File: src/rtl/ma_pma_pkg.sv
// Shared types and constants for the runtime-programmable PMA region unit.
package ma_pma_pkg;

    // Attribute word layout, LSB first: valid, exec, cached, nonidem, lock.
    typedef struct packed {
        logic lock;
        logic nonidem;
        logic cached;
        logic exec;
        logic valid;
    } pma_attr_t;

    typedef struct packed {
        logic [31:0] base;
        logic [31:0] len;
        pma_attr_t   attr;
    } pma_region_t;

    // Word offset inside a region's four-word register block.
    typedef enum logic [1:0] {
        WORD_BASE = 2'd0,
        WORD_LEN  = 2'd1,
        WORD_ATTR = 2'd2,
        WORD_RSVD = 2'd3
    } pma_word_e;

    localparam int unsigned AttrWidth = $bits(pma_attr_t);

endpackage

File: src/rtl/ma_pma_match.sv
// Combinational address-in-region comparator for one PMA region.
module ma_pma_match #(
    parameter int unsigned AddrWidth = 32
) (
    input  logic [AddrWidth-1:0] i_addr,
    input  logic [AddrWidth-1:0] i_base,
    input  logic [AddrWidth-1:0] i_len,
    input  logic                 i_valid,
    output logic                 o_match
);

    logic [AddrWidth-1:0] w_off;

    // Offset is only meaningful once addr >= base, so it never wraps.
    assign w_off   = i_addr - i_base;
    assign o_match = i_valid && (i_len != '0) && (i_addr >= i_base) && (w_off < i_len);

endmodule

File: src/rtl/ma_pma_region_unit.sv
// PMA region table with req/gnt register port and one-cycle registered lookup.
module ma_pma_region_unit
    import ma_pma_pkg::*;
#(
    parameter int unsigned NrRegions = 8,
    parameter int unsigned AddrWidth = 32,
    parameter logic [31:0] Rst0Base  = 32'h8000_0000,
    parameter logic [31:0] Rst0Len   = 32'h0001_0000,
    parameter logic [4:0]  Rst0Attr  = 5'b00111,
    localparam int unsigned CfgAw    = $clog2(NrRegions*4+1),
    localparam int unsigned IdxW     = (NrRegions > 1) ? $clog2(NrRegions) : 1
) (
    input  logic                 clk_i,
    input  logic                 rst_ni,
    input  logic                 cfg_req_i,
    input  logic                 cfg_we_i,
    input  logic [CfgAw-1:0]     cfg_addr_i,
    input  logic [31:0]          cfg_wdata_i,
    output logic                 cfg_gnt_o,
    output logic                 cfg_rvalid_o,
    output logic [31:0]          cfg_rdata_o,
    output logic                 cfg_err_o,
    input  logic                 lookup_valid_i,
    input  logic [AddrWidth-1:0] lookup_addr_i,
    output logic                 lookup_valid_o,
    output logic                 lookup_hit_o,
    output logic [IdxW-1:0]      lookup_idx_o,
    output logic                 lookup_exec_o,
    output logic                 lookup_cached_o,
    output logic                 lookup_nonidem_o
);

    localparam logic [CfgAw-1:0] MissAddr = CfgAw'(NrRegions*4);

    pma_region_t          r_regions [NrRegions];
    logic [31:0]          r_misscnt;
    logic                 r_cfg_rvalid;
    logic [31:0]          r_cfg_rdata;
    logic                 r_cfg_err;
    logic                 r_lk_valid;
    logic                 r_lk_hit;
    logic [IdxW-1:0]      r_lk_idx;
    logic                 r_lk_exec;
    logic                 r_lk_cached;
    logic                 r_lk_nonidem;

    logic [NrRegions-1:0] w_match;
    logic                 w_hit;
    logic [IdxW-1:0]      w_idx;
    pma_attr_t            w_sel_attr;
    logic                 w_in_region;
    logic                 w_is_miss;
    logic [IdxW-1:0]      w_reg_idx;
    pma_word_e            w_word;
    logic                 w_wr_en;
    logic [31:0]          w_rdata;
    logic                 w_err;

    for (genvar g = 0; g < NrRegions; g++) begin : g_match
        ma_pma_match #(
            .AddrWidth(AddrWidth)
        ) u_match (
            .i_addr (lookup_addr_i),
            .i_base (r_regions[g].base[AddrWidth-1:0]),
            .i_len  (r_regions[g].len[AddrWidth-1:0]),
            .i_valid(r_regions[g].attr.valid),
            .o_match(w_match[g])
        );
    end

    // Priority select: lowest matching region index wins.
    always_comb begin
        w_hit = 1'b0;
        w_idx = '0;
        for (int unsigned i = 0; i < NrRegions; i++) begin
            if (w_match[i] && !w_hit) begin
                w_hit = 1'b1;
                w_idx = IdxW'(i);
            end
        end
    end

    assign w_sel_attr  = r_regions[w_idx].attr;
    assign w_in_region = cfg_addr_i < MissAddr;
    assign w_is_miss   = cfg_addr_i == MissAddr;
    assign w_reg_idx   = cfg_addr_i[IdxW+1:2];
    assign w_word      = pma_word_e'(cfg_addr_i[1:0]);

    // Register-port decode: read data, error and write enable for this request.
    always_comb begin
        w_rdata = '0;
        w_err   = 1'b0;
        w_wr_en = 1'b0;
        if (cfg_req_i) begin
            if (w_in_region) begin
                if (cfg_we_i) begin
                    if (r_regions[w_reg_idx].attr.lock) w_err = 1'b1;
                    else                               w_wr_en = 1'b1;
                end else begin
                    case (w_word)
                        WORD_BASE: w_rdata = r_regions[w_reg_idx].base;
                        WORD_LEN:  w_rdata = r_regions[w_reg_idx].len;
                        WORD_ATTR: w_rdata = {{(32-AttrWidth){1'b0}}, r_regions[w_reg_idx].attr};
                        default:   w_rdata = '0;
                    endcase
                end
            end else if (w_is_miss) begin
                if (cfg_we_i) w_err   = 1'b1;
                else          w_rdata = r_misscnt;
            end else begin
                w_err = 1'b1;
            end
        end
    end

    assign cfg_gnt_o = cfg_req_i;

    // Region table updates and registered config response.
    always_ff @(posedge clk_i) begin
        if (!rst_ni) begin
            for (int unsigned i = 0; i < NrRegions; i++) begin
                r_regions[i] <= '0;
            end
            r_regions[0].base <= Rst0Base;
            r_regions[0].len  <= Rst0Len;
            r_regions[0].attr <= pma_attr_t'(Rst0Attr);
            r_cfg_rvalid      <= 1'b0;
            r_cfg_rdata       <= '0;
            r_cfg_err         <= 1'b0;
        end else begin
            r_cfg_rvalid <= cfg_req_i;
            r_cfg_rdata  <= w_rdata;
            r_cfg_err    <= w_err;
            if (w_wr_en) begin
                case (w_word)
                    WORD_BASE: r_regions[w_reg_idx].base <= cfg_wdata_i;
                    WORD_LEN:  r_regions[w_reg_idx].len  <= cfg_wdata_i;
                    WORD_ATTR: r_regions[w_reg_idx].attr <= pma_attr_t'(cfg_wdata_i[AttrWidth-1:0]);
                    default:   ;
                endcase
            end
        end
    end

    // Registered lookup result (zeroed unless valid) and saturating miss counter.
    always_ff @(posedge clk_i) begin
        if (!rst_ni) begin
            r_lk_valid   <= 1'b0;
            r_lk_hit     <= 1'b0;
            r_lk_idx     <= '0;
            r_lk_exec    <= 1'b0;
            r_lk_cached  <= 1'b0;
            r_lk_nonidem <= 1'b0;
            r_misscnt    <= '0;
        end else begin
            r_lk_valid   <= lookup_valid_i;
            r_lk_hit     <= lookup_valid_i && w_hit;
            r_lk_idx     <= (lookup_valid_i && w_hit) ? w_idx : '0;
            r_lk_exec    <= lookup_valid_i && w_hit && w_sel_attr.exec;
            r_lk_cached  <= lookup_valid_i && w_hit && w_sel_attr.cached;
            r_lk_nonidem <= lookup_valid_i && w_hit && w_sel_attr.nonidem;
            if (lookup_valid_i && !w_hit && (r_misscnt != '1)) begin
                r_misscnt <= r_misscnt + 32'd1;
            end
        end
    end

    assign cfg_rvalid_o     = r_cfg_rvalid;
    assign cfg_rdata_o      = r_cfg_rdata;
    assign cfg_err_o        = r_cfg_err;
    assign lookup_valid_o   = r_lk_valid;
    assign lookup_hit_o     = r_lk_hit;
    assign lookup_idx_o     = r_lk_idx;
    assign lookup_exec_o    = r_lk_exec;
    assign lookup_cached_o  = r_lk_cached;
    assign lookup_nonidem_o = r_lk_nonidem;

endmodule
File: config.mk
export PLATFORM = sky130hd
export DESIGN_NAME = ma_pma_region_unit
export DESIGN_NICKNAME = d
export VERILOG_FILES = /design/src/rtl/ma_pma_pkg.sv /design/src/rtl/ma_pma_match.sv /design/src/rtl/ma_pma_region_unit.sv
export SDC_FILE = /design/constraint.sdc
export NUM_CORES = 2
export LEC_CHECK = 0
export ABC_AREA = 1
export CAP_MARGIN = 20
export CORE_UTILIZATION = 51
export CTS_BUF_LIST = sky130_fd_sc_hd__clkbuf_8
export CTS_CLUSTER_SIZE = 14
export DETAILED_ROUTE_END_ITERATION = 10
export GPL_TIMING_DRIVEN = 0
export PLACE_DENSITY_LB_ADDON = 0.3
export SYNTH_ARGS = -nofsm -noshare
export SYNTH_HDL_FRONTEND = slang
export SYNTH_SLANG_ARGS = --single-unit
File: constraint.sdc
create_clock -name clk_i -period 12.5 [get_ports clk_i]
set_clock_uncertainty 0.05 [all_clocks]
set_input_delay 2.5 -clock clk_i [delete_from_list [all_inputs] [get_ports clk_i]]
set_output_delay 2.5 -clock clk_i [all_outputs]
set_load 0.05 [all_outputs]
==> reports/results.tsv <==
metric	value	unit
grt_pass1_vias	42000	
synth_cells	5748	
pwr_density_cell	115	mW/mm2
placed_area	0.0494	mm2
fin_crit	8730	ps
vdd_drop_max	109	uV
setup_violations	0	
max_slew_margin	0.113	
cp_common_cell	a21oi_1	
area_growth	11.5	%
yosysTopAreaCell	edfxtp_1	
setup-tns-final	0	ps
r2r-end	r_misscnt[30]	
syn_area	0.0463	mm2
cts_setup_buffers	0	
ant_nets	0	
post_cts_resized	0	
path_class	input port to flip-flop	
setup_ws	3770	ps
globalplace.congestion	1.07	
grt_max_degree	33	
path_clk_slew	60	ps
wl_met1	77900	um
required	13160	ps
coreArea	0.0900	mm2
h-tree-depth	3	
fin_crit_sh	0.698	
synth_ff_type	edfxtp_1	
drive_above_1_share	0.0509	
num_rows	110	
crit_path_max_incr_delay	890	ps
start_util	0.515	
routedWlPerCell	28.6	um
synth_top_area_frac	0.358	
grt_remaining_overflow	0	
r2r-start	r_regions[3][37]	
max-cap-violations	0	
synth_common_cells	979 x nand2_1, 888 x nor2_1, 812 x inv_1	
clock_sinks	626	
leakage	22.7	nW
cp-start-kind	input port	
critPathCapture	r_misscnt[30]	
clk_latency	810	ps
end_kind	flip-flop	
final_nets	6586	
crit_path_top_delay_cell	clkdlybuf4s50_1	
cp-startpoint	lookup_addr_i[2]	
cts_made_buffers	107	
antenna_found_initial	22	
n_fill_cell	8468	
die_x	303	um
cts_tree	yes	
hold_viol	0	
grt_util_all_layers	0.445	
drc_errors	0	
drt-pass1-iter-count	8	
synth_nets	6336	
fin_area	0.0517	mm2
wirelength	208000	um
grt_pass1_wl	286000	um
r2r_slack	6040	ps
routed.top_layer	met5	
hold_buffers	0	
synth.avg_cell_area	8.06	um2
routed_via_density	6.15	
slew_viol_final	0	
dp_slack	3200	ps
clk_path_buf_depth	3	
die_height	303	um
arrival	9390	ps
cts_root_buf	clkbuf_8	
dpl.hpwl	171000	um
cp_max_fo	10	
reg2reg_depth	32	
yosysWarningCount	0	
ios	118	
async_flop_share	0	
wl_met3	27700	um
drtIter0Drc	6148	
port_buffers	115	
max_freq	115	MHz
rsz0062_at_grt	false	
ys_types	61	
wl_met2	90000	um
hold_path.class	flip-flop to flip-flop	
synth_edf_count	552	
status	finished, final reports clean	
ys_seq_elements	626	
yosysSeqAreaShare	0.390	
vias	44700	
tightest_slew	1330	ps
die_area	0.0921	mm2
synth.most_common_cell	nand2_1	
synth_area_leaders	edfxtp_1 36%, ha_1 14%, nand2_1 7.9%	
-- cell families (layout without fill, tap and decap cells) --
logic type / Yosys count / after routing / synth area share
and+or+nand+nor: 2261 / 2261 / 0.199
xor gates and xnor gates: 266 / 266 / 0.0503
other: 0 / 11 / 0
adders and majority gates: 513 / 513 / 0.140
AOI/OAI and AO/OA: 1072 / 1072 / 0.137
buffers and inverters: 1010 / 1351 / 0.0837
DFF: 626 / 626 / 0.390
-- per-stage QoR --
stage / instances / utilization / hold slack (ps) / power [W]
3_5_place_dp: 7063 / 0.549 / 458 / 0.00391
5_1_grt: 7270 / 0.574 / 473 / 0.00612
2_1_floorplan: 5748 / - / 412 / 0.00338
4_1_cts: 7263 / 0.574 / 467 / 0.00585
6_report: 7276 / 0.574 / 472 / 0.00593
3_3_place_gp: 7039 / 0.544 / 447 / 0.00389
-- registers in the layout (all words and copies together) (netlist names) --
signal and flops:
r_regions 552, cfg_rdata_o 32, r_misscnt 32, lookup_idx_o 3, cfg_err_o 1, cfg_rvalid_o 1
lookup_cached_o 1, lookup_exec_o 1, lookup_hit_o 1, lookup_nonidem_o 1, lookup_valid_o 1
-- where the power goes --
group / total [W] / internal, W / switching [W]
clock: 0.00200 / 0.00102 / 0.000982
sequential: 0.00237 / 0.00234 / 0.0000361
combinational: 0.00156 / 0.000508 / 0.00105
total: 0.00593 / 0.00386 / 0.00207
-- cell usage in the layout, fill, tap and decap left out, drive strengths merged, types with 5 or more instances in the layout --
master         count
clkdlybuf4s50    115
nor2             891
o21a              16
clkinvlp           6
xor2             170
a22o              15
nor3              62
o21bai            20
a211oi             8
a31oi             40
fa                 8
clkinv            50
a21o              35
dfxtp             74
nand3b             8
nor4              27
o22ai            248
o41ai             66
clkbuf           217
xnor2             96
o21ai            137
a21oi            445
bufinv             9
a21boi            17
inv              860
ha               505
edfxtp           552
buf               94
o31ai              5
diode             11
nand2            987
nand4             80
nand3            194
-- cell type report --
class | count | area [um2] | share of cell area
antenna | 11 | 27.5 | 0.000533
buffer | 175 | 746 | 0.0144
clock buffer | 110 | 1510 | 0.0293
clock inverter | 90 | 676 | 0.0131
inverter | 835 | 3130 | 0.0607
multi-input combinational | 4112 | 24400 | 0.473
sequential | 626 | 18100 | 0.350
tap | 1176 | 1470 | 0.0285
timing repair buffer | 141 | 1600 | 0.0309
-- routing by layer --
layer,vias up,GRT usage
met5,-,0
met4,24,0.232
met3,579,0.137
met2,2812,0.685
met1,21200,0.563
li1,20100,-
-- critical path, delay by kind of cell --
| kind | cells | cell delay [ps] |
|---|---|---|
| fa+ha+maj | 2 | 950 |
| simple gates | 11 | 1810 |
| compound gates | 8 | 2630 |
| xor+xnor | 1 | 180 |
| buf+inv | 3 | 1290 |
-- how the worst min path moves through the flow --
stage / depth (start not counted) / end / slack, ps / startpoint
4_1_cts: 2 / r_misscnt[28] / 470 / r_misscnt[28]
6_report: 2 / r_misscnt[5] / 470 / r_misscnt[5]
3_5_place_dp: 2 / r_misscnt[28] / 460 / r_misscnt[28]
3_3_place_gp: 2 / r_misscnt[28] / 450 / r_misscnt[28]
2_1_floorplan: 2 / cfg_rdata_o[1] / 410 / r_misscnt[1]
5_1_grt: 2 / r_misscnt[31] / 470 / r_misscnt[31]
(Power assumes the default switching activity.)
